==> src/rtl/ter_pi_addr_seq.sv <==
// Turbo permutation ROM address sequencer: walks a link's ROM segment and streams
// (i, pi(i)) pairs over valid/ready, absorbing the 1-cycle ROM read latency.
module ter_pi_addr_seq #(
   parameter int A_WIDTH  = 16,
   parameter int D_WIDTH  = 13,
   parameter int ID_WIDTH = 6
) (
   input  logic                clk,
   input  logic                n_rst,
   input  logic                start,
   input  logic [ID_WIDTH-1:0] link_id,
   output logic                busy,
   output logic                err,
   output logic [A_WIDTH-1:0]  rom_addr,
   input  logic [D_WIDTH-1:0]  rom_data,
   output logic [D_WIDTH-1:0]  pi_len,
   output logic                out_valid,
   input  logic                out_ready,
   output logic [D_WIDTH-1:0]  out_idx,
   output logic [D_WIDTH-1:0]  out_pi,
   output logic                done
);

   typedef enum logic [1:0] {IDLE, RUN, DRAIN} state_t;

   // Segment start addresses; an id's length is the next id's base minus its own.
   function automatic logic [A_WIDTH-1:0] seg_base(input logic [ID_WIDTH-1:0] id);
      logic [A_WIDTH-1:0] b;
      case (id)
         ID_WIDTH'(4):  b = A_WIDTH'(0);
         ID_WIDTH'(5):  b = A_WIDTH'(952);
         ID_WIDTH'(6):  b = A_WIDTH'(1240);
         ID_WIDTH'(7):  b = A_WIDTH'(1912);
         ID_WIDTH'(8):  b = A_WIDTH'(2968);
         ID_WIDTH'(9):  b = A_WIDTH'(3160);
         ID_WIDTH'(10): b = A_WIDTH'(3608);
         ID_WIDTH'(11): b = A_WIDTH'(4312);
         ID_WIDTH'(12): b = A_WIDTH'(4744);
         ID_WIDTH'(13): b = A_WIDTH'(5716);
         ID_WIDTH'(14): b = A_WIDTH'(7012);
         ID_WIDTH'(15): b = A_WIDTH'(7908);
         ID_WIDTH'(16): b = A_WIDTH'(9924);
         ID_WIDTH'(17): b = A_WIDTH'(12612);
         ID_WIDTH'(18): b = A_WIDTH'(14484);
         ID_WIDTH'(19): b = A_WIDTH'(18516);
         ID_WIDTH'(20): b = A_WIDTH'(24132);
         ID_WIDTH'(21): b = A_WIDTH'(24228);
         ID_WIDTH'(22): b = A_WIDTH'(24964);
         ID_WIDTH'(23): b = A_WIDTH'(28084);
         ID_WIDTH'(24): b = A_WIDTH'(32628);
         ID_WIDTH'(25): b = A_WIDTH'(36416);
         ID_WIDTH'(26): b = A_WIDTH'(41192);
         ID_WIDTH'(27): b = A_WIDTH'(46648);
         ID_WIDTH'(28): b = A_WIDTH'(52680);
         ID_WIDTH'(29): b = A_WIDTH'(57960);
         default:       b = A_WIDTH'(63512);
      endcase
      return b;
   endfunction

   state_t               state;
   logic [A_WIDTH-1:0]   base_r;
   logic [A_WIDTH-1:0]   start_base;
   logic [A_WIDTH-1:0]   end_base;
   logic [ID_WIDTH-1:0]  next_id;
   logic [D_WIDTH-1:0]   start_len;
   logic [D_WIDTH-1:0]   issue_cnt;
   logic [D_WIDTH-1:0]   accept_cnt;
   logic [D_WIDTH-1:0]   inflight_idx;
   logic                 inflight;
   logic                 supported;
   logic                 pop;
   logic                 issue;
   logic [2:0]           credit;
   logic [1:0]           count;
   logic                 wr_ptr;
   logic                 rd_ptr;
   logic [2*D_WIDTH-1:0] fifo_mem [2];

   assign next_id    = link_id + ID_WIDTH'(1);
   assign start_base = seg_base(link_id);
   assign end_base   = seg_base(next_id);
   assign start_len  = D_WIDTH'(end_base - start_base);
   assign supported  = (link_id >= ID_WIDTH'(4)) && (link_id <= ID_WIDTH'(29));

   assign out_valid = (count != 2'd0);
   assign out_idx   = fifo_mem[rd_ptr][2*D_WIDTH-1:D_WIDTH];
   assign out_pi    = fifo_mem[rd_ptr][D_WIDTH-1:0];
   assign pop       = out_valid & out_ready;

   // An issued read lands in the FIFO one cycle later, so it must already hold a slot.
   assign credit = {1'b0, count} + {2'b0, inflight} - {2'b0, pop};
   assign issue  = (state == RUN) && (issue_cnt != pi_len) && (credit < 3'd2);

   always_ff @(posedge clk or negedge n_rst) begin
      if (!n_rst) begin
         state        <= IDLE;
         busy         <= 1'b0;
         err          <= 1'b0;
         done         <= 1'b0;
         rom_addr     <= '0;
         pi_len       <= '0;
         base_r       <= '0;
         issue_cnt    <= '0;
         accept_cnt   <= '0;
         inflight     <= 1'b0;
         inflight_idx <= '0;
         count        <= 2'd0;
         wr_ptr       <= 1'b0;
         rd_ptr       <= 1'b0;
         fifo_mem[0]  <= '0;
         fifo_mem[1]  <= '0;
      end else begin
         err  <= 1'b0;
         done <= 1'b0;

         if (inflight) begin
            fifo_mem[wr_ptr] <= {inflight_idx, rom_data};
            wr_ptr           <= ~wr_ptr;
         end
         if (pop) begin
            rd_ptr     <= ~rd_ptr;
            accept_cnt <= accept_cnt + D_WIDTH'(1);
         end
         count <= count + {1'b0, inflight} - {1'b0, pop};

         inflight <= issue;
         if (issue) begin
            inflight_idx <= issue_cnt;
            rom_addr     <= base_r + A_WIDTH'(issue_cnt);
            issue_cnt    <= issue_cnt + D_WIDTH'(1);
         end

         case (state)
            IDLE: begin
               if (start) begin
                  if (supported) begin
                     state      <= RUN;
                     busy       <= 1'b1;
                     pi_len     <= start_len;
                     base_r     <= start_base;
                     issue_cnt  <= '0;
                     accept_cnt <= '0;
                  end else begin
                     err <= 1'b1;
                  end
               end
            end
            RUN: begin
               if (issue_cnt == pi_len) state <= DRAIN;
            end
            DRAIN: ;
            default: state <= IDLE;
         endcase

         // Completion is keyed to the final handshake so done lands exactly one cycle later.
         if (state != IDLE && pop && accept_cnt == pi_len - D_WIDTH'(1)) begin
            done  <= 1'b1;
            busy  <= 1'b0;
            state <= IDLE;
         end
      end
   end

endmodule

==> config.mk <==
export PLATFORM = sky130hd
export DESIGN_NAME = ter_pi_addr_seq
export DESIGN_NICKNAME = d
export VERILOG_FILES = /design/src/rtl/ter_pi_addr_seq.sv
export SDC_FILE = /design/constraint.sdc
export NUM_CORES = 1
export LEC_CHECK = 0
export BUFFER_PORTS_ARGS = -buffer_cell sky130_fd_sc_hd__buf_2
export CAP_MARGIN = 40
export CELL_PAD_IN_SITES_DETAIL_PLACEMENT = 1
export CELL_PAD_IN_SITES_GLOBAL_PLACEMENT = 1
export CORE_ASPECT_RATIO = 1.2
export CORE_UTILIZATION = 48
export CTS_BUF_LIST = sky130_fd_sc_hd__clkbuf_8
export CTS_CLUSTER_DIAMETER = 80
export DETAILED_ROUTE_END_ITERATION = 8
export PLACE_DENSITY = 0.9
export SYNTH_ARGS = -nofsm -noshare
export SYNTH_HDL_FRONTEND = slang
export SYNTH_SLANG_ARGS = --single-unit
==> constraint.sdc <==
create_clock -name clk -period 3 [get_ports clk]
set_input_delay 0.3 -clock clk [delete_from_list [all_inputs] [get_ports clk]]
set_output_delay 0.3 -clock clk [all_outputs]
set_load 0.02 [all_outputs]
==> run_results.csv <==
group,metric,value,unit
drt,first_pass_iters,5,
synthesis,yosysWarningCount,0,
cts,ctsLongestPathBuffers,2,
final_layout,area_growth,19.3,%
worst_setup_path,crit_family,"simple AND/OR/NAND/NOR gates",
cts,clkLatencyLatePin,0.48,ns
min_path,hold_path_class,"in -> reg",
floorplan,io_pins,82,
floorplan,rows,53,
final_layout,fin_nets,1114,
worst_setup_path,reg2reg_from,"count[1]$_DFF_PN0_",
power_and_ir_drop,power,0.00922,W
synthesis,synth_area_leaders,"dfrtp_1, mux2_2, nand2_1",
floorplan,die_y,148,um
worst_setup_path,startpoint_type,"register",
timing,setup_tns,0,ns
status,outcome,"finished clean",
cts,cts_buffers,17,
drt,drc,0,
grt,grt_pass1_vias,8524,
worst_setup_path,crit_path_max_fanout,8,
synthesis,synthTopCellsByCount,"dfrtp_1, nand2_1, mux2_2",
grt,grt_remaining_overflow,0,
timing,setup_viol,0,
synthesis,ys_async_sr_fraction,1.00,
min_path,whs_path_depth,2,
timing,finClkSkew,0.0222,ns
final_layout,drive_gt1_frac,0.310,
worst_setup_path,cp.required,3.34,ns
synthesis,synth.cell_area,8570,sq um
drt,ant_nets,0,
power_and_ir_drop,peakVddDrop,0.356,mV
cts,cts_htree_levels,4,
worst_setup_path,r2r_end,"issue_cnt[9]$_DFF_PN0_",
place,hpwl,19800,um
worst_setup_path,r2r_slack,0.03,ns
place,portBuffers,79,
worst_setup_path,crit_buf_inv,4,
place,gp_congestion,0.940,
timing,hold_viol_final,0,
drt,wl,31700,um
floorplan,initial_core_util,0.489,
cts,cts_tree,"built",
timing,fin_ws,0.0297,ns
worst_setup_path,r2r_cells,15,
timing,worst_pin_slew,0.713,ns
grt,grt_max_degree,65,
cts,cts.sinks,140,
synthesis,ys_seq_area_frac,0.409,
floorplan,die_w,124,um
worst_setup_path,crit_type,"reg -> reg",
job,cap_violations,0,
drt,wl_per_cell,24.7,um
place,pre_cts_slack,-0.229,ns
grt,antenna_found_initial,1,
floorplan,die_area,18400,sq um
synthesis,syn_avg_cell_area,9.38,sq um
worst_setup_path,cp_slowest_cell,"dfrtp_1",
worst_setup_path,cp_slowest_stage_delay,0.41,ns
synthesis,synth_edf_count,0,
cts,clk_pin_slew,0.10,ns
grt,grt_pass1_wl,47200,um
final_layout,num-fill-cells,1983,
synthesis,synth.distinct_cells,71,
synthesis,synth_seq_cells,140,
timing,period_share,0.990,
drt,vias,7934,
timing,max_freq,337,MHz
timing,slew_headroom,0.523,
min_path,min_to,"fifo_mem[4]$_DFFE_PN0P_",
floorplan,coreArea,17500,sq um
timing,maxSlewViolCount,0,
worst_setup_path,cp.arrival,3.31,ns
synthesis,synth_top_cell_by_area,"dfrtp_1",
synthesis,synth_top_area_share,0.409,
grt,grt_usage,0.341,
final_layout,final_util,0.584,
synthesis,syn_inst,913,
drt,drt_iter0_drc,501,
synthesis,ys.flop_type,"dfrtp_1",
worst_setup_path,worstPathCellList,"inv_2, nand2_2, nand2_2, inv_2, ha_1, inv_1, ha_1, fa_2, xnor2_1, nor2_1, nand3_4, buf_8, nor3_2, xnor2_1, nor2_1",
drt,vias_per_cell,6.18,
power_and_ir_drop,p_leak,4.83,nW
cts,clock-root-buffer,"clkbuf_8",
synthesis,yosysMostFrequentCell,"dfrtp_1",
worst_setup_path,critPathCaptureType,"register",
timing,period_needed,2.97,ns
min_path,hold_path.startpoint,"rom_data[4]",
power_and_ir_drop,cellPowerDensity,902,nW/um^2
worst max-delay path by stage:
stage / endpoint / cells past startpoint / startpoint / slack (ns)
6_report: issue_cnt[9]$_DFF_PN0_ / 15 / count[1]$_DFF_PN0_ / 0.03
5_1_grt: issue_cnt[9]$_DFF_PN0_ / 15 / count[1]$_DFF_PN0_ / -0.12
2_1_floorplan: pi_len[12]$_DFFE_PN0P_ / 18 / link_id[1] / 0.01
3_5_place_dp: pi_len[9]$_DFFE_PN0P_ / 17 / link_id[0] / -0.23
4_1_cts: issue_cnt[11]$_DFF_PN0_ / 14 / count[1]$_DFF_PN0_ / -0.005
3_3_place_gp: pi_len[12]$_DFFE_PN0P_ / 17 / link_id[0] / -0.13
flip-flops by register name (all words and copies together), names as in the netlist:
name and count:
inflight_idx 11, rd_ptr 1, count 2, inflight 1
pi_len 11, state 2, wr_ptr 1, accept_cnt 13
issue_cnt 13, busy 1, err 1, rom_addr 16
fifo_mem 52, done 1, base_r 14
per-layer routing:
layer | global-route usage | part of all wire | vias up
li1 | - | - | 3436
met1 | 0.363 | 0.36 | 3913
met2 | 0.603 | 0.51 | 436
met3 | 0.0686 | 0.064 | 149
met4 | 0.223 | 0.059 | 0
met5 | 0.00284 | 0 | -
metrics by stage:
step                      cell area [sq um]  std cells  hold WS [ns]
after floorplan                        8660        914       0.00441
after global placement                 9720       1246         0.326
after global routing                  10200       1283        0.0528
after detailed placement               9720       1246         0.340
final                                 10200       1283        0.0743
after CTS                             10100       1280        0.0543
power by group:
group | internal (W) | switching, W | leakage, nW
Clock | 0.000595 | 0.000864 | 0.174
Combinational | 0.00183 | 0.00277 | 2.84
Sequential | 0.00248 | 0.000669 | 1.81
cells in the final DEF (no fill, tap or decap), types with 30 or more instances in the layout:
master / count
a21oi_1: 45
buf_2: 78
buf_4: 89
dfrtp_1: 140
ha_1: 37
mux2_2: 78
nand2_1: 130
nor2_1: 69
o21ai_0: 30
o21ai_1: 51
xnor2_1: 47
layout make-up:
cell class / instances / area [sq um] / share of cell area
Sequential cell: 140 / 3500 / 0.343
Multi-Input combinational cell: 689 / 4820 / 0.471
Timing Repair Buffer: 174 / 1160 / 0.113
Clock buffer: 17 / 234 / 0.0229
Antenna cell: 1 / 2.50 / 0.000245
Inverter: 28 / 106 / 0.0104
Clock inverter: 14 / 124 / 0.0121
Tap cell: 220 / 275 / 0.0269
cells by family after synthesis:
group	count (synthesis)	synth area share
simple gates	290	0.156
compound gates	197	0.140
flops	140	0.409
buf+inv	85	0.0457
mux	84	0.110
xor+xnor	75	0.0767
fa+ha+maj	41	0.0625
other cells	1	0.000438
timing repair:
item,in CTS,in global routing
endpoints found under the hold margin,61,0
buffers inserted,2,2
setup endpoints to repair,22,26
resized for setup,8,18
hold buffers,1,0
cloned,0,0
pin swaps,1,5
No activity file was read; power rests on OpenSTA's default activity.
